### src/rtl/weapon_pkg.sv
// Weapon-state constants shared with weapon_controller, plus the FX sequencer state encoding.
package weapon_pkg;

   localparam logic [2:0] WPN_LOADED  = 3'b001;
   localparam logic [2:0] WPN_FIRING  = 3'b010;
   localparam logic [2:0] WPN_FIRE_ID = 3'b100;

   typedef enum logic [1:0] {
      FX_IDLE    = 2'd0,
      FX_FIRE    = 2'd1,
      FX_RECOVER = 2'd2
   } fx_state_e;

   // Exact match only, so a non-one-hot bus never counts as Firing.
   function automatic logic is_firing(input logic [2:0] state);
      return state == WPN_FIRING;
   endfunction

endpackage

### src/rtl/frame_tick_gen.sv
// Animation frame timebase: counts while en is high and pulses tick for one cycle on wrap.
module frame_tick_gen #(
   parameter int unsigned TICK_DIV = 1666667
) (
   input  logic clk,
   input  logic rst,
   input  logic en,
   output logic tick
);

   localparam int unsigned CntW = $clog2(TICK_DIV);
   localparam logic [CntW-1:0] CntMax = CntW'(TICK_DIV - 1);

   logic [CntW-1:0] r_cnt;
   logic            w_wrap;

   assign w_wrap = en && (r_cnt == CntMax);
   assign tick   = w_wrap;

   always_ff @(posedge clk or negedge rst) begin
      if (!rst) begin
         r_cnt <= '0;
      end else if (!en || w_wrap) begin
         r_cnt <= '0;
      end else begin
         r_cnt <= r_cnt + 1'b1;
      end
   end

endmodule

### src/rtl/weapon_fx_sequencer.sv
// Turns the Firing edge of weapon_state into a shot pulse, sprite animation and muzzle flash.
// Optional ammo tracking is enabled by defining WEAPON_AMMO_EN.
module weapon_fx_sequencer
   import weapon_pkg::*;
#(
   parameter int unsigned TICK_DIV     = 1666667,
   parameter int unsigned NUM_FRAMES   = 4,
   parameter int unsigned FRAME_W      = 2,
   parameter int unsigned FLASH_FRAMES = 2,
   parameter int unsigned AMMO_MAX     = 50
) (
   input  logic               clk,
   input  logic               rst,
   input  logic [2:0]         weapon_state,
   input  logic               reload,
   output logic [FRAME_W-1:0] sprite_frame,
   output logic               muzzle_flash,
   output logic               shot_pulse,
   output logic               anim_busy,
   output logic [6:0]         ammo_count,
   output logic               ammo_empty
);

   localparam logic [FRAME_W-1:0] LastFrame = FRAME_W'(NUM_FRAMES - 1);
   localparam logic [FRAME_W-1:0] FlashLast = FRAME_W'(FLASH_FRAMES);

   fx_state_e          r_state;
   fx_state_e          w_state_nxt;
   logic [2:0]         r_prev;
   logic [FRAME_W-1:0] r_frame;
   logic [FRAME_W-1:0] w_frame_nxt;
   logic               r_flash;
   logic               w_flash_nxt;
   logic               r_shot;
   logic               w_shot_nxt;
   logic               w_fire_edge;
   logic               w_accept;
   logic               w_tick_en;
   logic               w_tick;
   logic               w_ammo_empty;

   assign w_fire_edge = is_firing(weapon_state) && !is_firing(r_prev);
   assign w_accept    = (r_state == FX_IDLE) && w_fire_edge && !w_ammo_empty;
   assign w_tick_en   = (r_state == FX_FIRE);

   always_ff @(posedge clk or negedge rst) begin
      if (!rst) begin
         r_prev <= WPN_LOADED;
      end else begin
         r_prev <= weapon_state;
      end
   end

   frame_tick_gen #(
      .TICK_DIV(TICK_DIV)
   ) u_frame_tick_gen (
      .clk (clk),
      .rst (rst),
      .en  (w_tick_en),
      .tick(w_tick)
   );

   always_ff @(posedge clk or negedge rst) begin
      if (!rst) begin
         r_state <= FX_IDLE;
      end else begin
         r_state <= w_state_nxt;
      end
   end

   always_comb begin
      w_state_nxt = r_state;
      unique case (r_state)
         FX_IDLE:    if (w_accept) w_state_nxt = FX_FIRE;
         FX_FIRE:    if (w_tick && (r_frame == LastFrame)) w_state_nxt = FX_RECOVER;
         // Holding Firing parks here, so a held trigger never auto-refires.
         FX_RECOVER: if (!is_firing(weapon_state)) w_state_nxt = FX_IDLE;
         default:    w_state_nxt = FX_IDLE;
      endcase
   end

   always_comb begin
      w_frame_nxt = r_frame;
      w_shot_nxt  = 1'b0;
      unique case (r_state)
         FX_IDLE: begin
            if (w_accept) begin
               w_frame_nxt = FRAME_W'(1);
               w_shot_nxt  = 1'b1;
            end
         end
         FX_FIRE: begin
            if (w_tick) begin
               w_frame_nxt = (r_frame == LastFrame) ? '0 : r_frame + 1'b1;
            end
         end
         default: w_frame_nxt = '0;
      endcase
      w_flash_nxt = (w_state_nxt == FX_FIRE) && (w_frame_nxt != '0) && (w_frame_nxt <= FlashLast);
   end

   // Outputs are registered from next-state values so they are glitch-free and cycle-aligned.
   always_ff @(posedge clk or negedge rst) begin
      if (!rst) begin
         r_frame <= '0;
         r_flash <= 1'b0;
         r_shot  <= 1'b0;
      end else begin
         r_frame <= w_frame_nxt;
         r_flash <= w_flash_nxt;
         r_shot  <= w_shot_nxt;
      end
   end

   assign sprite_frame = r_frame;
   assign muzzle_flash = r_flash;
   assign shot_pulse   = r_shot;
   assign anim_busy    = (r_state != FX_IDLE);

`ifdef WEAPON_AMMO_EN
   localparam logic [6:0] AmmoFull = 7'(AMMO_MAX);

   logic [6:0] r_ammo;
   logic [6:0] w_ammo_nxt;

   always_comb begin
      w_ammo_nxt = r_ammo;
      if (reload) begin
         w_ammo_nxt = w_accept ? AmmoFull - 7'd1 : AmmoFull;
      end else if (w_accept && (r_ammo != '0)) begin
         w_ammo_nxt = r_ammo - 7'd1;
      end
   end

   always_ff @(posedge clk or negedge rst) begin
      if (!rst) begin
         r_ammo <= AmmoFull;
      end else begin
         r_ammo <= w_ammo_nxt;
      end
   end

   assign w_ammo_empty = (r_ammo == '0);
   assign ammo_count   = r_ammo;
`else
   logic w_unused_reload;

   assign w_unused_reload = reload;
   assign w_ammo_empty    = 1'b0;
   assign ammo_count      = 7'd0;
`endif

   assign ammo_empty = w_ammo_empty;

endmodule

### config.mk
export PLATFORM = sky130hd
export DESIGN_NAME = weapon_fx_sequencer
export DESIGN_NICKNAME = d
export VERILOG_FILES = /design/src/rtl/weapon_pkg.sv /design/src/rtl/frame_tick_gen.sv /design/src/rtl/weapon_fx_sequencer.sv
export SDC_FILE = /design/constraint.sdc
export NUM_CORES = 1
export LEC_CHECK = 0
export ABC_AREA = 0
export CORE_MARGIN = 3
export CORE_UTILIZATION = 60
export CTS_BUF_LIST = sky130_fd_sc_hd__clkbuf_8
export CTS_CLUSTER_DIAMETER = 150
export DETAILED_ROUTE_END_ITERATION = 7
export PLACE_DENSITY_LB_ADDON = 0.08
export SYNTH_ARGS = -nofsm -noshare
export SYNTH_HDL_FRONTEND = slang
export SYNTH_HIERARCHICAL = 1
export SYNTH_SLANG_ARGS = --single-unit
### constraint.sdc
create_clock -name clk -period 3.95 [get_ports clk]
set_clock_uncertainty 0.2 [all_clocks]
set_input_delay 0.79 -clock clk [delete_from_list [all_inputs] [get_ports clk]]
set_output_delay 0.79 -clock clk [all_outputs]
set_load 0.02 [all_outputs]
==> run metrics <==
port bufs=9; dominant synthesized flop cell=dfrtp_1; synthesized netlist cell count=159; Initial Util=67.1%; Synth Area in Adders=2.39%; instance area at placement=1670 sq um; GRT Total Usage=20.8%; Worst Hold Depth=1; Post-CTS Resized=0; largest net degree at the start of global routing=31; Worst Hold End=u_frame_tick_gen/r_cnt[0]; Finished Cell Area=1760 sq um; Root Buffer=clkbuf_8; Post-synth EDFFs=0; fin nets=182; Max-Cap Viols=0; grt ovf=0; Critical Path Source=r_state[0]; die width=57.1 microns; Post-CTS Repair Setup Buffers=0; Worst-Margin Slew=0.902 ns; wire length per cell=14.8 microns; P&R area growth vs syn=12.1%; first-pass GRT wire length=5320 microns; num ports=19; min Tclk post-route=2.58 ns; CTS Sinks=30; Antenna Cells=0; RD Place Congestion=0.796; library cells used by synthesis=41; register area share after synthesis=47.9%; final slew viol count=0; die area=3260 sq um; final setup vio count=0; routed vias/inst=6.00; Worst R2R Path Depth=5; outcome=finished, final reports clean; Remaining DRCs=0; Crit. End Element=primary output; CP Data Arrival Time=1.59 ns; syn avg cell area=9.87 sq um; final WL=2980 microns; First-pass DRT Iterations=4; r2r startpoint=u_frame_tick_gen/r_cnt[12]; asr flop ratio synth=100%; PwrDens=473 nW/um^2; setup ws final=1.37 ns; register bit total from synthesis=30; fmax=388 MHz; worst vdd ir=422 uV; Synth Area in Simple Gates=26.0%; kind of critical path=register to primary output; worst-path fanout max=8; Site Rows=17; CTS tree=built; H-tree depth=2; Chip Height=57.1 microns; clock-pin slew on the worst setup and hold paths=0.06 ns; dpl hpwl=2060 microns; core area=2340 sq um; WHS=0.322 ns; Max Buffers Root-to-Sink=2; antenna violations before repair=0; Worst-Skew Late Latency=0.28 ns; number of global-route vias before repair=1171; antenna-violating nets left=0; RSZ-0062 raised after global routing=false; Yosys warning count=6; worst hold start=u_frame_tick_gen/r_cnt[0]; post-route clock period utilization=65.3%; via count=1213; Worst setup SP type=register; layout cells sized above 1=10.9%; fillers=183; Hold Crit Class=register to register; Synth Area in XOR/XNOR=8.37%; CTS Buf Count=5; mux share of post-synthesis cell area=0.718%; hold buffer count at cts=0; R2R Setup Slk=1.53 ns; endpoints failing hold=0; DR iter-0 viols=71; Slew headroom=39.2%; P_leak=0.000742 uW; Post-Syn Area=1570 sq um; Critical Path RT=2.96 ns; Worst R2R End=u_frame_tick_gen/r_cnt[10]; Setup TNS Final=0 ns; Placement Setup Slack=1.45 ns; Compound-Gate Fraction of Synth Area=8.61%; largest family of logic cells by synthesized area=simple AND/OR/NAND/NOR gates
-- cells in the mapped netlist (2+ instances only) --
| cell type | count | area (sq um) |
|---|---|---|
| o211ai_1 | 2 | 15.0 |
| o31ai_1 | 3 | 22.5 |
| nand4_1 | 4 | 25.0 |
| o21ai_0 | 4 | 20.0 |
| a211oi_1 | 3 | 22.5 |
| inv_1 | 4 | 15.0 |
| nand3_1 | 8 | 40.0 |
| nor2_1 | 20 | 75.1 |
| ha_1 | 3 | 37.5 |
| nand4b_1 | 2 | 17.5 |
| dfrtp_1 | 29 | 726 |
| nor4_1 | 3 | 18.8 |
| a21oi_1 | 7 | 35.0 |
| xor2_1 | 8 | 70.1 |
| nor3_1 | 2 | 10.0 |
| buf_4 | 9 | 67.6 |
| or4_1 | 2 | 15.0 |
| nand2_1 | 11 | 41.3 |
| clkbuf_1 | 2 | 7.51 |
| xnor2_1 | 7 | 61.3 |
| or3_1 | 3 | 18.8 |
| and3_1 | 4 | 25.0 |
-- worst max-delay path by stage --
stage                                 end  cells after the start
6_report                        anim_busy                      2
5_1_grt                         anim_busy                      2
4_1_cts                         anim_busy                      2
3_5_place_dp                   r_state[0]                      4
3_3_place_gp                 muzzle_flash                      4
2_1_floorplan  u_frame_tick_gen/r_cnt[14]                      6
-- power breakdown --
| part | leakage (uW) | internal [uW] | total (uW) | switching (uW) |
|---|---|---|---|---|
| clock network | 0.0000524 | 138 | 246 | 109 |
| registers | 0.000386 | 352 | 410 | 58.2 |
| logic | 0.000303 | 82.3 | 175 | 92.4 |
| total | 0.000742 | 572 | 831 | 259 |
-- cell usage in the layout (no fill, tap or decap), types with 2 or more instances in the layout --
master / n
xnor2_1: 7
o31ai_1: 3
nand2_1: 11
o211ai_1: 2
nor4_1: 3
clkbuf_8: 6
nor3_1: 2
nand4_1: 4
inv_1: 5
or4_1: 2
buf_4: 2
nand4b_1: 2
dfrtp_1: 29
conb_1: 8
xor2_1: 8
o21ai_0: 4
nand3_1: 8
clkdlybuf4s50_1: 9
ha_1: 3
a21oi_1: 7
and3_1: 4
a211oi_1: 3
nor2_1: 20
or3_1: 3
-- registers in the layout (all words and copies together), names as in the netlist --
register and count:
u_frame_tick_gen/r_cnt 21, sprite_frame 2, r_prev 3, muzzle_flash 1
shot_pulse 1, r_state 2
-- cell families (layout without fill, tap and decap cells) --
logic type | Yosys count | count (layout)
AND/OR/NAND/NOR | 73 | 73
XOR/XNOR | 15 | 15
AO/OA/AOI/OAI | 21 | 21
other | 1 | 8
flip-flops | 30 | 30
adder cells (fa/ha/maj) | 3 | 3
buffers and inverters | 15 | 23
multiplexers | 1 | 1
-- layer usage --
| metal | GRT usage [%] | share of wire [%] |
|---|---|---|
| met4 | 4.30 | 0.70 |
| met2 | 33.4 | 49 |
| met5 | 0 | 0 |
| met1 | 28.2 | 44 |
| met3 | 6.11 | 5.9 |
-- worst max-delay path: stages, from the launching register on --
cell and delay, ns:
dfrtp_1 0.44, or2_2 0.33, clkdlybuf4s50_1 0.54
-- through the flow --
stage / util (%) / total power, uW / instances
global route: 75.2 / 881 / 202
detailed placement: 71.3 / 588 / 194
global placement: 71.3 / 579 / 194
finish: 75.2 / 831 / 202
CTS: 75.2 / 837 / 202
floorplan: - / 533 / 166
-- area by class of cell --
cell class	instances	area, sq um	share of cell area [%]
Sequential cell	30	752	42.7
Multi-Input combinational cell	121	761	43.2
Clock inverter	2	8.76	0.498
Timing Repair Buffer	11	105	5.97
Inverter	4	15.0	0.853
Clock buffer	6	82.6	4.69
Tap cell	28	35.0	1.99
(Power assumes the default switching activity.)
